$ cat config.mk
export PLATFORM = sky130hd
export DESIGN_NAME = uart_rx_push
export DESIGN_NICKNAME = d
export VERILOG_FILES = /design/src/rtl/uart_rx_push.sv
export SDC_FILE = /design/constraint.sdc
export NUM_CORES = 1
export LEC_CHECK = 0
export CAP_MARGIN = 5
export CORE_MARGIN = 1.5
export CORE_UTILIZATION = 33
export CTS_BUF_LIST = sky130_fd_sc_hd__clkbuf_4 sky130_fd_sc_hd__clkbuf_8 sky130_fd_sc_hd__clkbuf_16
export CTS_CLUSTER_DIAMETER = 200
export DETAILED_ROUTE_END_ITERATION = 10
export HOLD_SLACK_MARGIN = 0.02
export SKIP_CTS_REPAIR_TIMING = 1
export SLEW_MARGIN = 15
export SYNTH_ARGS = -nofsm -noshare
export SYNTH_HDL_FRONTEND = slang
export SYNTH_SLANG_ARGS = --single-unit
$ cat constraint.sdc
create_clock -name clk -period 2.86 [get_ports clk]
set_clock_uncertainty 0.15 [all_clocks]
set_input_delay 0.572 -clock clk [delete_from_list [all_inputs] [get_ports clk]]
set_output_delay 0.572 -clock clk [all_outputs]
set_load 0.02 [all_outputs]
$ cat src/rtl/uart_rx_push.sv
// UART 8N1 receiver with a one-byte holding register pushed into the receive ring buffer.
// Optional build macro UART_RX_ERR_CNT_EN adds saturating frame-error/overrun counters on err_cnt.
module uart_rx_push #(
  parameter int CLKS_PER_BIT = 868,
  parameter int SYNC_STAGES  = 2
) (
  input  logic       clk,
  input  logic       rstn,
  input  logic       uart_rx,
  output logic       i_order,
  output logic [7:0] i_data,
  input  logic       i_done,
  output logic       busy,
  output logic       frame_err,
  output logic       overrun
`ifdef UART_RX_ERR_CNT_EN
  ,
  output logic [15:0] err_cnt
`endif
);

  localparam int CNT_W = $clog2(CLKS_PER_BIT);
  localparam logic [CNT_W-1:0] LAST_CNT = CNT_W'(CLKS_PER_BIT - 1);
  localparam logic [CNT_W-1:0] HALF_CNT = CNT_W'(CLKS_PER_BIT / 2 - 1);

  typedef enum logic [2:0] {
    RX_IDLE,
    RX_START,
    RX_DATA,
    RX_STOP,
    RX_BREAK
  } rx_state_t;

  typedef enum logic [1:0] {
    PS_EMPTY,
    PS_REQ,
    PS_WAIT
  } push_state_t;

  logic [SYNC_STAGES-1:0] r_sync;
  logic                   w_rxs;

  rx_state_t   r_rx_state, w_rx_next;
  push_state_t r_push_state, w_push_next;

  logic [CNT_W-1:0] r_cnt, w_cnt_next;
  logic [2:0]       r_bit_idx, w_bit_idx_next;
  logic [7:0]       r_shift, w_shift_next;
  logic [7:0]       r_data, w_data_next;
  logic             w_byte_done;
  logic             w_frame_err_next;
  logic             w_overrun_next;

  logic r_order;
  logic r_busy;
  logic r_frame_err;
  logic r_overrun;

  assign w_rxs = r_sync[SYNC_STAGES-1];

  always_ff @(posedge clk or negedge rstn) begin
    if (!rstn) begin
      r_sync <= '1;
    end else begin
      r_sync <= {r_sync[SYNC_STAGES-2:0], uart_rx};
    end
  end

  always_comb begin
    w_rx_next        = r_rx_state;
    w_cnt_next       = r_cnt + 1'b1;
    w_bit_idx_next   = r_bit_idx;
    w_shift_next     = r_shift;
    w_byte_done      = 1'b0;
    w_frame_err_next = 1'b0;
    case (r_rx_state)
      RX_IDLE: begin
        w_cnt_next     = '0;
        w_bit_idx_next = 3'd0;
        if (!w_rxs) w_rx_next = RX_START;
      end
      RX_START: begin
        // Mid-start-bit check rejects short glitches on the line.
        if (r_cnt == HALF_CNT) begin
          w_cnt_next = '0;
          w_rx_next  = w_rxs ? RX_IDLE : RX_DATA;
        end
      end
      RX_DATA: begin
        if (r_cnt == LAST_CNT) begin
          w_cnt_next              = '0;
          w_shift_next[r_bit_idx] = w_rxs;
          w_bit_idx_next          = r_bit_idx + 3'd1;
          if (r_bit_idx == 3'd7) w_rx_next = RX_STOP;
        end
      end
      RX_STOP: begin
        if (r_cnt == LAST_CNT) begin
          w_cnt_next = '0;
          if (w_rxs) begin
            w_byte_done = 1'b1;
            w_rx_next   = RX_IDLE;
          end else begin
            w_frame_err_next = 1'b1;
            w_rx_next        = RX_BREAK;
          end
        end
      end
      RX_BREAK: begin
        w_cnt_next = '0;
        if (w_rxs) w_rx_next = RX_IDLE;
      end
      default: begin
        w_cnt_next = '0;
        w_rx_next  = RX_IDLE;
      end
    endcase
  end

  // WAIT bounces back to REQ on a full buffer, so i_order can never pulse twice in a row.
  always_comb begin
    w_push_next    = r_push_state;
    w_data_next    = r_data;
    w_overrun_next = w_byte_done && (r_push_state != PS_EMPTY);
    case (r_push_state)
      PS_EMPTY: begin
        if (w_byte_done) begin
          w_data_next = r_shift;
          w_push_next = PS_REQ;
        end
      end
      PS_REQ:  w_push_next = PS_WAIT;
      PS_WAIT: w_push_next = i_done ? PS_EMPTY : PS_REQ;
      default: w_push_next = PS_EMPTY;
    endcase
  end

  always_ff @(posedge clk or negedge rstn) begin
    if (!rstn) begin
      r_rx_state   <= RX_IDLE;
      r_push_state <= PS_EMPTY;
      r_cnt        <= '0;
      r_bit_idx    <= 3'd0;
      r_shift      <= 8'h00;
      r_data       <= 8'h00;
      r_order      <= 1'b0;
      r_busy       <= 1'b0;
      r_frame_err  <= 1'b0;
      r_overrun    <= 1'b0;
    end else begin
      r_rx_state   <= w_rx_next;
      r_push_state <= w_push_next;
      r_cnt        <= w_cnt_next;
      r_bit_idx    <= w_bit_idx_next;
      r_shift      <= w_shift_next;
      r_data       <= w_data_next;
      r_order      <= (w_push_next == PS_REQ);
      r_busy       <= (w_rx_next != RX_IDLE) || (w_push_next != PS_EMPTY);
      r_frame_err  <= w_frame_err_next;
      r_overrun    <= w_overrun_next;
    end
  end

  assign i_order   = r_order;
  assign i_data    = r_data;
  assign busy      = r_busy;
  assign frame_err = r_frame_err;
  assign overrun   = r_overrun;

`ifdef UART_RX_ERR_CNT_EN
  logic [7:0] r_frame_cnt;
  logic [7:0] r_overrun_cnt;

  always_ff @(posedge clk or negedge rstn) begin
    if (!rstn) begin
      r_frame_cnt   <= 8'h00;
      r_overrun_cnt <= 8'h00;
    end else begin
      if (r_frame_err && (r_frame_cnt != 8'hFF)) r_frame_cnt <= r_frame_cnt + 8'd1;
      if (r_overrun && (r_overrun_cnt != 8'hFF)) r_overrun_cnt <= r_overrun_cnt + 8'd1;
    end
  end

  assign err_cnt = {r_frame_cnt, r_overrun_cnt};
`endif

endmodule

; Word-level counts from Yosys, hierarchy flattened
; Cells that the tools add are included.
[totals]
ff_bits = 40
output_inout_bits = 12
[op_classes]
n_addsub = 2
n_lt_le_gt_ge = 2
eq_ne = 11
n_mux = 26
reduce_logical = 13
[op_table]
columns = op, count
row1 = 3-bit 2-to-1 mux, 8
row2 = 10-bit 2-to-1 mux, 2
row3 = 10-bit case mux with 2 select lines, 1
row4 = 3-bit case mux with 5 select lines, 1
row5 = 10-bit by 1-bit adder with 10-bit output (second input constant), 1
row6 = 10-bit == test (second input constant), 1
row7 = 10-bit by 9-bit == test with 1-bit output (second input constant), 1
row8 = 8-bit bitwise mux, 1
row9 = 1-bit 2-to-1 mux, 8
row10 = 3-bit by 2-bit == test with 1-bit output (second input constant), 2
row11 = 3-bit == test (second input constant), 2
row12 = 2-bit case mux with 3 select lines, 1
row13 = 3-bit case mux with 2 select lines, 1
row14 = 2-bit AND reduction, 3
row15 = 2-bit nonzero test, 3
row16 = 2-bit by 1-bit == test with 1-bit output (second input constant), 2
row17 = 3-bit by 4-bit < comparator with 1-bit output (second input constant), 1
row18 = 2-bit 2-to-1 mux, 2
row19 = 3-bit by 1-bit adder with 3-bit output (second input constant), 1
row20 = 1-bit demux with 3-bit select, 1
row21 = 3-bit by 1-bit == test with 1-bit output (second input constant), 1
row22 = 3-bit by 1-bit >= comparator with 1-bit output (second input constant), 1
row23 = 3-bit zero test, 1
row24 = 3-bit nonzero test, 1
row25 = other kinds (6), 7

; Logic depth before layout (Yosys ltp)
; Gate-level depths: netlist (run 1).
[logic_depth]
ltp_word = 7
depth_mapped = 8

; Least setup slack after synthesis (run 1)
; Ideal clock, no wire load.
[synth_timing]
path_kind = register to register
start = reg r_cnt[0]
end = reg r_data[0], in the netlist i_data[0]
arrival_time_ns = 1.903
required_time_ns = 2.585
setup_slack_ns = 0.682
path_stages_with_launch = 6
n_path_buf = 0
synth_period_minus_slack_ns = 2.178
path_cell_list = dfrtp_1 -> ha_1 -> and4bb_2 -> nand4_1 -> nor3_2 -> mux2_2
[synth_between]
elab_chain_cells = 4
[synth_lines]
columns = element, line_no
row1 = "start, declared", 46  ; logic [CNT_W-1:0] r_cnt, w_cnt_next;
row2 = "start signal, assigned", 153  ; r_cnt <= w_cnt_next;
row3 = 10-bit == test, 98  ; if (r_cnt == LAST_CNT) begin
row4 = 1-bit 2-to-1 mux, 98
row5 = 1-bit 2-to-1 mux, 76  ; case (r_rx_state)
row6 = 2-bit AND reduction (no source line), -
row7 = "end signal, assigned", 156  ; r_data <= w_data_next;
row8 = "end, declared", 49  ; logic [7:0] r_data, w_data_next;
; Every way passes these cells.
; A chain may end at the register's enable or synchronous reset.

; Final worst setup path (run 1)
[layout_timing]
start = reg r_cnt[0]
end = reg r_busy, in the netlist busy
[layout_between]
word_cells_on_any_way = 13
[layout_rtl]
columns = element, line_no
row1 = 10-bit == test or 10-bit by 9-bit == test with 1-bit output (tied branches), "90, 98, 84"
row2 = "3-bit 2-to-1 mux, on equally long branches", "98, 84, 90"
row3 = 3-bit case mux with 5 select lines (*), 76
row4 = via w_rx_next[1], 43  ; rx_state_t r_rx_state, w_rx_next;
row5 = 3-bit nonzero test (*), 158  ; r_busy <= (w_rx_next != RX_IDLE) || (w_push_next != PS_EMPTY);
row6 = 1-bit logical OR (*), 158
row7 = "end signal, assigned", 158
row8 = "end, declared", 55  ; logic r_busy;
; Mark *: on every way through the listed nets, which the timed path passes. The rest lies on a longest branch.

==> impl_metrics.tcl, run 1 <==
set metrics [dict create \
    outcome "complete, no violations" \
    hold_path_depth 0 \
    grt_antenna_before_repair 0 \
    num_rows 26 \
    r2r_setup_slack_ps 420 \
    synthesis.area_per_instance_um2 11.3 \
    worst_reg2reg_path_endpoint "busy$_DFF_PN0_" \
    crit_path_frequent_cell "or3_1" \
    floorplan.initialDensity_pct 35.0 \
    rsz0062_at_grt "no" \
    drt-pass1-iter-count 4 \
    power_switching_share_pct 19.6 \
    place_worst_setup_slack_ps 437 \
    clk_pin_slew_ps 70 \
    final_max_slew_viol_count 0 \
    setup_viol 0 \
    async_set_reset_flop_share_out_of_synthesis_pct 100 \
    fillCellCount 503 \
    area_of_the_die_um2 5980 \
    post-place-cells 243 \
    first_global_vias 1128 \
    power.leakage_nw 0.958 \
    cp_max_fo 8 \
    clock_power_share_pct 43.9 \
    detailed_place.area_um2 2040 \
    netlist.area_leader.share_pct 52.2 \
    worst_slack_ps 418 \
    fin_setup_tns_ps 0 \
    internal_power_summed_over_all_cells_uw 840 \
    synthesis.instances 162 \
    globalRoute.totalOverflow 0 \
    cts_buffer_depth 2 \
    detailedRoute.firstIterationViolations 83 \
    num_antenna_cells 0 \
    crit_path_top_delay_cell "dfrtp_1" \
    crit-reg2reg-launch "r_cnt[0]$_DFF_PN0_" \
    via_per_inst 4.70 \
    synthToLayoutAreaGrowth_pct 18.1 \
    wl_um 3060 \
    gp_congestion 0.773 \
    timing.critical_path.from_type "flip-flop" \
    die-height_um 77.3 \
    path_delay_family "simple AND/OR/NAND/NOR gates" \
    core_area_um2 5200 \
    drcViolationCount 0 \
    switchingPower_uw 205 \
    critPathArrivalTime_ps 2460 \
    detailed_place_hpwl_um 2070 \
    min-delay-path-class "flip-flop to flip-flop" \
    worst_slew_margin_rel_pct 43.2 \
    required_ps 2880 \
    crit_buf_inv 0 \
    mappedNetlistNets 170 \
    worst_hold_path.endpoint "r_sync[1]$_DFF_PN1_" \
    critical-path-max-stage-delay_ps 410 \
    setup.worst_path.class "flip-flop to flip-flop" \
    grt_start_max_net_pins 41 \
    synth.yosys.seq_area_share_pct 55.0 \
    least_margin_pin_slew_ps 852 \
    finalWorstPathRequiredPeriod_ps 2440 \
    final_area_um2 2150 \
    synth.cell_area_um2 1820 \
    peakVddDrop_mv 0.226 \
    clock-sinks 40 \
    achievable-frequency_ghz 0.409 \
    clk_root_buffer_cell "clkbuf_8" \
    synthesis_stage_register_bit_count 40 \
    layoutNonFillerInstCount 251 \
    chipWidth_um 77.3 \
    yosysWarningCount 0 \
    final.period_utilization_pct 85.4 \
    grt_first_pass_wirelength_um 5490 \
    antenna_left 0 \
    worstPathCellList "ha_1 > and4bb_2 > and4_1 > o221ai_2 > or3_1 > or3_1" \
    yosys_most_used_dff "dfrtp_1" \
    globalRouteTotalUtil_pct 11.8 \
    finalNetCount 188 \
    drive_above_1_share_pct 18.2 \
    vias 1179 \
    floorplan.io_pins 16 \
    ys_top_cells_by_area "dfrtp_1, mux2_2, nor2_1, nand3_1, dfstp_2" \
    endpoint_kind "flip-flop" \
    post_synth_top_area_cell "dfrtp_1" \
    cts_tree "yes" \
    clock_latency_ps 290 \
    number_of_maximum_capacitance_constraint_violations 0 \
    synth_cell_type_count 33 \
    power.share.sequential_pct 54.6 \
    hold_start "r_sync[0]$_DFF_PN1_" \
    worst-r2r-cell-count 6 \
    cts_buffers 5 \
    cp_num_cells 6 \
    synth_enable_flop_cells 0 \
    hold_violations 0 \
    power_dens_cells_nw_per_um2 485 \
    share_comb_of_total_power_pct 1.5 \
    numPortBuffers 15 \
    h-tree-depth 2 \
    wire_per_inst_um 12.2 \
]
[power groups by stage]
stage,combinational [mW],clock (mW),sequential (mW)
6_report,0.0152,0.459,0.571
4_1_cts,0.0164,0.474,0.571
3_3_place_gp,0.0165,0,0.582
5_1_grt,0.0184,0.508,0.571
3_5_place_dp,0.0163,0,0.582
2_1_floorplan,0.00316,0,0.580
[through the flow]
stage	total power [mW]	utilization, %	hold WS (ps)
floorplan	0.583	-	126
global placement	0.598	39.2	197
detailed placement	0.598	39.2	197
CTS	1.06	41.3	209
global route	1.10	41.3	210
finish	1.04	41.3	208
[cells by family (layout without fill, tap and decap cells)]
group                      count (synthesis)  after routing  share of synthesized area (%)
and+or+nand+nor                           74             74                           21.9
DFF                                       40             40                           55.0
muxes                                     17             17                           10.4
AOI/OAI and AO/OA                         11             11                           4.19
xor gates and xnor gates                   8              8                           3.84
buffers and inverters                      8             27                           1.85
adders and majority gates                  4              4                           2.75
[worst max-delay path by stage]
| stage | startpoint | end | slack (ps) |
|---|---|---|---|
| 2_1_floorplan | r_cnt[0]$_DFF_PN0_ | i_data[0]$_DFFE_PN0P_ | 680 |
| 4_1_cts | r_cnt[0]$_DFF_PN0_ | busy$_DFF_PN0_ | 420 |
| 5_1_grt | r_cnt[0]$_DFF_PN0_ | r_shift[1]$_DFFE_PN0P_ | 260 |
| 6_report | r_cnt[0]$_DFF_PN0_ | busy$_DFF_PN0_ | 420 |
| 3_3_place_gp | r_cnt[0]$_DFF_PN0_ | r_shift[1]$_DFFE_PN0P_ | 500 |
| 3_5_place_dp | r_cnt[0]$_DFF_PN0_ | r_shift[1]$_DFFE_PN0P_ | 440 |
[area by class of cell]
type	instances	area [um2]	share of cell area, %
flip-flops and latches	40	1000	46.6
multi-input cells	114	786	36.5
repair buffers	16	153	7.09
well taps	70	87.6	4.07
clock buffers	6	76.3	3.55
clock inverters	2	35.0	1.63
inverters	3	11.3	0.523
[per-layer routing]
metal / GRT usage [%] / part of all wire [%]
met5: 0 / 0
met4: 4.91 / 1.6
met3: 4.29 / 3.4
met2: 15.6 / 42
met1: 17.0 / 53
[registers in the layout, summed over array words and instances (netlist names)]
signal	flops
r_bit_idx	3
r_push_state	2
overrun	1
r_cnt	10
r_sync	2
r_rx_state	3
i_data	8
r_shift	8
frame_err	1
i_order	1
busy	1
[cell usage after synthesis, types with 2 or more instances]
library cell  count
inv_1             3
nand2_1           9
mux2_2           16
nand3_1          12
nor3_1            3
o21ai_0           4
nor2_1           24
nand4_1           6
ha_1              4
a21oi_1           2
nand4b_1          2
or3_1             3
clkbuf_1          4
o31ai_1           2
xnor2_1           6
nor2b_1           4
xor2_1            2
dfrtp_1          38
nand2b_1          3
dfstp_2           2
[cells in the final DEF, fill, tap and decap left out, types with 4 or more instances in the layout]
| cell | synthesis | layout |
|---|---|---|
| clkdlybuf4s50_1 | 0 | 14 |
| nor2b_1 | 4 | 4 |
| dfrtp_1 | 38 | 38 |
| nand3_1 | 12 | 12 |
| nand2_1 | 9 | 9 |
| clkbuf_8 | 0 | 5 |
| ha_1 | 4 | 4 |
| nor2_1 | 24 | 24 |
| mux2_2 | 16 | 16 |
| xnor2_1 | 6 | 6 |
| o21ai_0 | 4 | 4 |
| nand4_1 | 6 | 6 |
No activity file was read; power rests on OpenSTA's default activity.
==> run 2: changes to the inputs <==
--- a/config.mk
+++ b/config.mk
@@ -12,6 +12,8 @@
 export CTS_CLUSTER_DIAMETER = 200
 export DETAILED_ROUTE_END_ITERATION = 10
 export HOLD_SLACK_MARGIN = 0.02
+export PLACE_DENSITY = 0.5
+export REMOVE_ABC_BUFFERS = 1
 export SKIP_CTS_REPAIR_TIMING = 1
 export SLEW_MARGIN = 15
 export SYNTH_ARGS = -nofsm -noshare
==> constraint.sdc (replaced) <==
create_clock -name clk -period 2.1 [get_ports clk]
set_clock_uncertainty 0.15 [all_clocks]
set_input_delay 0.42 -clock clk [delete_from_list [all_inputs] [get_ports clk]]
set_output_delay 0.42 -clock clk [all_outputs]
set_load 0.02 [all_outputs]
==> run 2 against run 1 <==
Net effect:
- first-iteration DRC count rose by 2.4%
- routed wire length rose by 17%
- clock power rose by 7.8%
- power rose by 24%
- sequential share of layout area fell by 2.4 points
- critical path depth did not move
- maximum frequency rose by 17%
- count of clock-buffer cells in the layout did not move
- hold slack got worse by 170 ps
- non-clock buffer count rose by 17
==> impl_metrics.tcl, run 2 (same netlist as run 1, synthesis figures left out) <==
set metrics [dict create \
    vias 1297 \
    clock_latency_ps 290 \
    worst_slew_margin_rel_pct 66.2 \
    die-height_um 77.3 \
    drt-pass1-iter-count 4 \
    antenna_left 0 \
    finalHoldWorstSlack_ps 34.7 \
    detailed_place_hpwl_um 2560 \
    outcome "complete, no violations" \
    number_of_maximum_capacitance_constraint_violations 0 \
    least_margin_pin_slew_ps 505 \
    num_antenna_cells 0 \
    power.leakage_nw 1.03 \
    via_per_inst 4.84 \
    core_area_um2 5200 \
    worst_slack_ps 13.1 \
    num_rows 26 \
    clk_pin_slew_ps 80 \
    layoutNonFillerInstCount 268 \
    grt_antenna_before_repair 0 \
    cp_max_fo 6 \
    cts_buffers 5 \
    finalWorstPathRequiredPeriod_ps 2090 \
    required_ps 2110 \
    achievable-frequency_ghz 0.479 \
    floorplan.io_pins 16 \
    worstPathCellList "ha_1 > and4bb_2 > and4_4 > o221ai_2 > or3_1 > or3_1" \
    endpoint_kind "flip-flop" \
    setup_viol 0 \
    drive_above_1_share_pct 26.8 \
    wl_um 3590 \
    synthToLayoutAreaGrowth_pct 24.5 \
    timing.critical_path.from_type "flip-flop" \
    drcViolationCount 0 \
    critical-path-max-stage-delay_ps 360 \
    min-delay-path-class "input pin to asynchronous set/reset pin" \
    final_common_cell "dfrtp_1" \
    h-tree-depth 2 \
    largest_register_ffs 10 \
    crit_path_top_delay_cell "dfrtp_1" \
    worst_reg2reg_path_endpoint "busy$_DFF_PN0_" \
    finalNetCount 205 \
    hold_violations 0 \
    worst-r2r-cell-count 6 \
    cts_tree "yes" \
    clock-sinks 40 \
    largest-register "r_cnt" \
    wire_per_inst_um 13.4 \
    floorplan.initialDensity_pct 35.0 \
    cts_buffer_depth 2 \
    final_max_slew_viol_count 0 \
    globalRoute.totalOverflow 0 \
    crit_path_frequent_cell "or3_1" \
    rsz0062_at_grt "yes" \
    p_total_mw 1.30 \
    numPortBuffers 15 \
    power_dens_cells_nw_per_um2 571 \
    grt_start_max_net_pins 41 \
    area_of_the_die_um2 5980 \
    critPathArrivalTime_ps 2100 \
    globalRouteTotalUtil_pct 13.4 \
    final.period_utilization_pct 99.4 \
    detailedRoute.firstIterationViolations 85 \
    peakVddDrop_mv 0.246 \
    clk_root_buffer_cell "clkbuf_8" \
    crit-reg2reg-launch "r_cnt[0]$_DFF_PN0_" \
    first_global_vias 1325 \
    chipWidth_um 77.3 \
    post-place-cells 259 \
    gp_congestion 0.824 \
    place_worst_setup_slack_ps -80.2 \
    r2r_setup_slack_ps 10 \
    setup.worst_path.class "flip-flop to flip-flop" \
    layout.cells.most_common_list "dfrtp_1, nor2_1, buf_4" \
    grt_first_pass_wirelength_um 6220 \
]
-- run 2: power breakdown --
part           internal (mW)  switching, mW  leakage [nW]
logic                0.00722         0.0185         0.458
clock network          0.245          0.250        0.0446
registers              0.773        0.00220         0.532
-- run 2: area by class of cell --
| type | count | area [um2] |
|---|---|---|
| Clock inverter | 2 | 12.5 |
| Fill cell | 499 | 2940 |
| Multi-Input combinational cell | 114 | 795 |
| Inverter | 3 | 11.3 |
| Clock buffer | 6 | 76.3 |
| Tap cell | 70 | 87.6 |
| Sequential cell | 40 | 1000 |
| Timing Repair Buffer | 33 | 284 |
-- run 2: worst max-delay path: cells and delay by family, from the launching register on --
kind | cells | cell delay (ps)
AND/OR/NAND/NOR | 4 | 1170
flip-flops | 1 | 360
adder cells (fa/ha/maj) | 1 | 170
AO/OA/AOI/OAI | 1 | 120
-- run 2: worst max path at each step --
stage | startpoint | end | slack, ps | depth (start not counted)
2_1_floorplan | r_cnt[0]$_DFF_PN0_ | busy$_DFF_PN0_ | -100 | 6
3_3_place_gp | r_cnt[0]$_DFF_PN0_ | busy$_DFF_PN0_ | -40 | 6
3_5_place_dp | r_cnt[0]$_DFF_PN0_ | busy$_DFF_PN0_ | -80 | 6
4_1_cts | r_cnt[0]$_DFF_PN0_ | busy$_DFF_PN0_ | -90 | 6
5_1_grt | r_cnt[0]$_DFF_PN0_ | busy$_DFF_PN0_ | -100 | 6
6_report | r_cnt[0]$_DFF_PN0_ | busy$_DFF_PN0_ | 10 | 6
-- run 2: metal layers --
metal | track usage [%] | part of all wire (%) | vias up
li1 | - | - | 635
met2 | 20.8 | 50 | 29
met5 | 0 | 0 | -
met1 | 17.3 | 46 | 631
met4 | 5.82 | 0.70 | 0
met3 | 3.93 | 3.6 | 2
-- run 2: through the flow --
step           area (um2)  setup TNS [ps]  util (%)
6_report             2270               0      43.6
5_1_grt              2270            -301      43.6
4_1_cts              2250            -376      43.2
3_5_place_dp         2160            -340      41.5
3_3_place_gp         2160           -55.3      41.5
2_1_floorplan        1800            -800         -
